==> config.mk <==
export PLATFORM = sky130hd
export DESIGN_NAME = rx_control_unit
export DESIGN_NICKNAME = d
export VERILOG_FILES = /design/src/rtl/rx_control_unit.sv
export SDC_FILE = /design/constraint.sdc
export NUM_CORES = 1
export LEC_CHECK = 0
export ABC_AREA = 1
export BUFFER_PORTS_ARGS = -buffer_cell sky130_fd_sc_hd__buf_2
export CORE_AREA = 2 2 58 43
export DETAILED_ROUTE_END_ITERATION = 16
export DIE_AREA = 0 0 60 45
export HOLD_SLACK_MARGIN = 0.05
export PLACE_DENSITY = 0.52
export SLEW_MARGIN = 0
export SYNTH_ARGS = -nofsm -noshare
export SYNTH_HDL_FRONTEND = slang
export SYNTH_SLANG_ARGS = --single-unit
==> constraint.sdc <==
create_clock -name clk -period 3 [get_ports clk]
set_clock_uncertainty 0.05 [all_clocks]
set_input_delay 0.6 -clock clk [delete_from_list [all_inputs] [get_ports clk]]
set_output_delay 0.6 -clock clk [all_outputs]
set_load 0.03 [all_outputs]
==> src/rtl/rx_control_unit.sv <==
// Receive-path controller: start-bit detection, timer enable, stop-bit check, RX status flags.
// Optional macro START_GLITCH_FILTER_EN adds a low-sample filter between IDLE and START.
module rx_control_unit #(
  parameter int unsigned SYNC_STAGES   = 2,
  parameter int unsigned FILTER_CYCLES = 3
) (
  input  logic clk,
  input  logic rst,
  input  logic serial_in,
  input  logic packet_done,
  input  logic stop_bit,
  input  logic data_read,
  output logic enable_timer,
  output logic sbc_clear,
  output logic sbc_enable,
  output logic load_buffer,
  output logic data_ready,
  output logic framing_error,
  output logic overrun_error,
  output logic busy
);

  if (SYNC_STAGES < 2 || SYNC_STAGES > 4 || FILTER_CYCLES < 1) begin : g_bad_cfg
    $error("rx_control_unit: SYNC_STAGES must be 2..4 and FILTER_CYCLES >= 1");
  end

  typedef enum logic [2:0] {
    IDLE,
    START,
    RECEIVE,
    STOP_WAIT,
    STOP_CHECK,
    LOAD,
    FRAME_ERR
`ifdef START_GLITCH_FILTER_EN
    , START_FILTER
`endif
  } state_t;

  state_t state_q, state_d;

  logic [SYNC_STAGES-1:0] sync_q;
  logic                   prev_q;
  logic                   sample;
  logic                   start_edge;

  // Synchronizer plus previous-sample flop; both idle high out of reset.
  always_ff @(posedge clk) begin
    if (rst) begin
      sync_q <= '1;
      prev_q <= 1'b1;
    end else begin
      sync_q <= {sync_q[SYNC_STAGES-2:0], serial_in};
      prev_q <= sync_q[SYNC_STAGES-1];
    end
  end

  assign sample     = sync_q[SYNC_STAGES-1];
  assign start_edge = prev_q & ~sample;

`ifdef START_GLITCH_FILTER_EN
  localparam int unsigned FCW = $clog2(FILTER_CYCLES + 1);
  logic [FCW-1:0] filt_q, filt_d;

  always_ff @(posedge clk) begin
    if (rst) filt_q <= '0;
    else     filt_q <= filt_d;
  end
`endif

  always_ff @(posedge clk) begin
    if (rst) state_q <= IDLE;
    else     state_q <= state_d;
  end

  always_comb begin
    state_d = state_q;
`ifdef START_GLITCH_FILTER_EN
    filt_d  = filt_q;
`endif
    unique case (state_q)
      IDLE: begin
        if (start_edge) begin
`ifdef START_GLITCH_FILTER_EN
          state_d = START_FILTER;
          filt_d  = FCW'(1);
`else
          state_d = START;
`endif
        end
      end
`ifdef START_GLITCH_FILTER_EN
      // The edge sample already counts as the first low sample.
      START_FILTER: begin
        if (sample)                                    state_d = IDLE;
        else if (filt_q >= FCW'(FILTER_CYCLES - 1))    state_d = START;
        else                                           filt_d  = filt_q + FCW'(1);
      end
`endif
      START:      state_d = RECEIVE;
      RECEIVE:    if (packet_done) state_d = STOP_WAIT;
      STOP_WAIT:  state_d = STOP_CHECK;
      STOP_CHECK: state_d = stop_bit ? LOAD : FRAME_ERR;
      LOAD:       state_d = IDLE;
      FRAME_ERR:  state_d = IDLE;
      default:    state_d = IDLE;
    endcase
  end

  // Strobes decoded from the next state so they align with the state they belong to.
  always_ff @(posedge clk) begin
    if (rst) begin
      busy          <= 1'b0;
      enable_timer  <= 1'b0;
      sbc_clear     <= 1'b0;
      sbc_enable    <= 1'b0;
      load_buffer   <= 1'b0;
      framing_error <= 1'b0;
      data_ready    <= 1'b0;
      overrun_error <= 1'b0;
    end else begin
      busy         <= (state_d != IDLE);
      enable_timer <= (state_d == RECEIVE);
      sbc_clear    <= (state_d == START);
      sbc_enable   <= (state_d == STOP_WAIT);
      load_buffer  <= (state_d == LOAD);

      if (state_d == START)          framing_error <= 1'b0;
      else if (state_q == FRAME_ERR) framing_error <= 1'b1;

      if (state_q == LOAD) begin
        data_ready <= 1'b1;
        if (data_ready && !data_read) overrun_error <= 1'b1;
        else if (data_read)           overrun_error <= 1'b0;
      end else if (data_read) begin
        data_ready    <= 1'b0;
        overrun_error <= 1'b0;
      end
    end
  end

endmodule
-- Yosys cells after proc, flatten, opt, wreduce, memory -nomap -nowiden
Index checks and enable logic that the tools add are counted.
- register bits: 14
- output and inout bits: 8
- bitwise operators: 2
- equality and inequality tests: 10
- muxes and demuxes: 9
- reductions and logical operators: 6
- operators by type and width (kind ; count):
    $pmux W3 S5 ; 1
    $eq A3 B2 Y1 const B ; 4
    $eq A3 B3 Y1 const B ; 4
    $eq A3 B1 Y1 const B ; 2
    $mux W3 ; 2
    $mux W1 ; 5
    $logic_not A3 Y1 ; 1
    $reduce_bool A3 Y1 ; 1
    $mux W2 ; 1
    $reduce_bool A2 Y1 ; 1
    $reduce_or A2 Y1 ; 1
    $and A1 B1 Y1 ; 1
    $logic_and A1 B1 Y1 ; 1
    $logic_not A1 Y1 ; 1
    $not A1 Y1 ; 1

-- Logic depth before layout (Yosys ltp)
- word-level depth: 6
- depth in mapped cells: 7
- depth with buffers taken out: 7

-- Worst setup path after synthesis
Ideal clock, no wire load.
- kind: input to register
- start: input port rst
- end: register sync_q[0]
- data arrival time: 1020 ps
- stages on the path: 2
- required time: 2827 ps
- library setup time: 123 ps
- buffers on the path: 1
- path slack: 1807 ps
- cells stage by stage: buf_2 or2_2
- RTL lines (what ; line ; text):
    start, declared ; 8 ; input logic rst,
    end signal, assigned ; 53 ; sync_q <= {sync_q[SYNC_STAGES-2:0], serial_in};
    end, declared ; 42 ; logic [SYNC_STAGES-1:0] sync_q;
No word-level cell between the ends.

-- Worst setup path in the final report
- start: register data_ready
- end: output port data_ready
- RTL lines (what ; line ; text):
    start, declared ; 17 ; output logic data_ready,
    start signal, assigned ; 119 ; data_ready <= 1'b0;
    start signal, assigned ; 132 ; data_ready <= 1'b1;
    start signal, assigned ; 136 ; data_ready <= 1'b0;
No word-level cell between the ends.

==> results.txt <==
* Number of clock sinks seen by CTS: 14
- Hold path startpoint: sync_q[0]
- The share of total power dissipated in combinational logic is 9.4%.
- CP peak stage delay: 0.35 ns
- The tightest min-delay check is of the reg2reg type.
* CTS Buf Count: 3
- The number of antenna violations at the first check in global routing is 0.
- Number of logic stages on the critical path including buffering: 1
- Maximum achievable frequency: 677 MHz
- Net count reported at finish: 84
* Number of nets produced by synthesis: 67
- Cell-internal power: 0.000277 W
- CP cell instances: buf_2
- Dividing the final minimum period by the clock period gives 49.2%.
- For this configuration, the core starts out at a cell density of 24.2%.
- CTS tree: yes
* DRC viols: 0
- Maximum number of pins on one net before global-route repair: 10
- Across the run, the number of max-cap violations was 0.
* Total via count after detailed routing: 413
- The floorplan step defined a die boundary enclosing 2700 sq um.
* Total global-route track usage: 8.06%
- Placeable core region: 2120 sq um
- Together, buffers and inverters on the worst path number 1.
- Post-cts repair resize count: 0
- Leakage power summed over all cells: 0.324 nW
- Area grow syn2layout: 26.6%
- In this run the number of H-tree levels came out at 1.
- Most common library cell in the layout ignoring fill and taps: dfxtp_1
- The worst setup path is of the reg2out kind.
- Largest delay share family, worst path: flip-flops
- Switching Fraction: 23.1%
- Worst vdd ir: 201 uV
- The repair_antennas step left the layout with diodes totalling 0.
- Root buf cell: clkbuf_4
- Yosys mapped the design onto 15 distinct sky130hd cell types.
* Insertion delay of the later-clocked pin in the worst-skew pair: 0.28 ns
* Fin cells: 109
* Number of global-route vias before repair: 338
- Setup repair after global routing left no endpoint under its margin.
- In the final timing run, aggregate negative setup slack is 0 ns.
- Worst Path Arrival: 0.83 ns
- The run finished with clean final reports.
- The die is 45 um tall.
- Detailed-router iteration count before antenna repair: 4
* Post-detailed-routing wire length: 892 um
- I/O Buffers: 13
- The worst setup path is launched from a flip-flop.
- Launch point of the worst path: data_ready
- Grt ovf: 0
- The number of placed instances, taps included, is 105.
- Slowest cell on the critical path: dfxtp_1
- Buffers inserted by post-CTS timing repair: 0
- Total standard cell area after synthesis: 513 sq um
- The analysis attributes to net switching a power of 0.0000833 W.
* Leading cell types in the layout, fill and taps excluded: 14 x dfxtp_1, 13 x buf_2, 12 x nand2_1
* Final setup violation count: 0
- Gate count of the mapped netlist: 61
- Antenna Nets Post-Route: 0
- Worst-Margin Slew: 0.247 ns
- Clock Pin Slew Worst Setup and Hold Paths: 0.07 ns
- 14 I/O pins were placed.
- Max FO, Critical Path: 3
- At the end of routability-driven placement, the weighted congestion stood at 0.855.
- In this run the core area contains 14 standard-cell rows.
- Req. time, crit path: 2.35 ns
* Worst slew slack as a fraction of its limit: 83.5%
- Sequential cell fraction of total power: 54.3%
- Critical R2R Launch: state_q[1]
- Of the cells placed in the final design, the portion with a size suffix greater than 1 is 39.0%.
- Sequential fraction of the synthesis area: 54.6%
* Filler Cell Count: 237
- FF-to-FF path depth: 7
- Count of state elements after synthesis: 14
- Of the total power, the clock network draws 36.3%.
- Number of hold violations in the final report: 0
- Counting instances, the worst hold path has a depth of 1.
- The floorplan step set the die width to 60 um.
- Global-route wire length before repair: 1500 um
- Iteration-0 DRC Markers: 16
- For this run, the number of Yosys warnings is 0.
- Hold is met by 0.363 ns.
* Mean area per synthesized cell: 8.41 sq um
- Counting along the longest clock path gives a buffer depth of 2.
- Using the TritonRoute via totals, the vias-per-cell ratio works out to 3.79.
- After detailed routing, the average wire length per cell comes to 8.18 um.
* Power density of the placed cells: 556 nW/um^2
- Max-slew violations: 0
- Once layout is complete, the utilization of the core stands at 30.6%.
- The routed design could run at a clock period as short as 1.48 ns.
- Final HPWL from detailed placement: 729 um
- Category of the worst setup path capture point: output pin
* Hold buffer count at cts: 0
==> per-stage QoR <==
| stage | instance area [sq um] | setup WS (ns) | power [W] |
|---|---|---|---|
| after floorplan | 513 | 1.81 | 0.000225 |
| after global placement | 613 | 1.78 | 0.000234 |
| after detailed placement | 613 | 1.77 | 0.000234 |
| after CTS | 649 | 1.51 | 0.000368 |
| after global routing | 649 | 1.44 | 0.000382 |
| final | 649 | 1.52 | 0.000361 |
==> metal layers <==
metal  routed length, um  vias up  track usage [%]  part of all wire, %
met5                   0        -                0                    0
met4                   0        0             2.67                    0
met3                  78        0             6.02                  8.7
li1                    -      223                -                    -
met2                 332       15             9.35                   37
met1                 481      175             11.1                   54
==> cell type report <==
class,instances,area [sq um],area share (%)
Inverter,8,30.0,4.62
Multi-Input combinational cell,38,198,30.4
Sequential cell,14,280,43.2
Clock buffer,4,36.3,5.59
Timing Repair Buffer,13,65.1,10.0
Tap cell,32,40.0,6.17
==> cell usage after synthesis <==
library cell	count	area (sq um)
nand4_1	2	12.5
inv_1	6	22.5
buf_2	1	5.00
nor2_1	7	26.3
o21ai_2	1	8.76
nand3_2	1	10.0
a21oi_1	2	10.0
dfxtp_1	14	280
inv_2	2	7.51
nand2_2	4	25.0
nand3_1	4	20.0
or2_2	3	18.8
nor2_4	1	11.3
nor3_2	1	10.0
nand2_1	12	45.0
==> power groups by stage <==
stage / clock (W) / combinational, W / sequential [W]
after global placement: 0 / 0.0000341 / 0.000200
after floorplan: 0 / 0.0000186 / 0.000206
final: 0.000131 / 0.0000339 / 0.000196
after global routing: 0.000148 / 0.0000374 / 0.000197
after CTS: 0.000138 / 0.0000341 / 0.000196
after detailed placement: 0 / 0.0000340 / 0.000200
==> state kept, by name, summed over array words and instances (netlist names) <==
register,count
busy,1
data_ready,1
enable_timer,1
framing_error,1
load_buffer,1
overrun_error,1
prev_q,1
sbc_clear,1
sbc_enable,1
state_q,3
sync_q,2
==> cell families (layout without fill, tap and decap cells) <==
logic type	count (synthesis)	in the layout	share of synthesized area, %
AND/OR/NAND/NOR	35	35	34.9
flip-flops	14	14	54.6
buffers and inverters	9	25	6.83
AO/OA/AOI/OAI	3	3	3.66
==> path summary, 6_finish.rpt <==
kind | to | slack [ns]
max | data_ready | 1.52
min | sync_q[1] | 0.36
max reg2reg | busy | 1.94
min reg2reg | sync_q[1] | 0.36
Power figures use the tool's default switching activity.
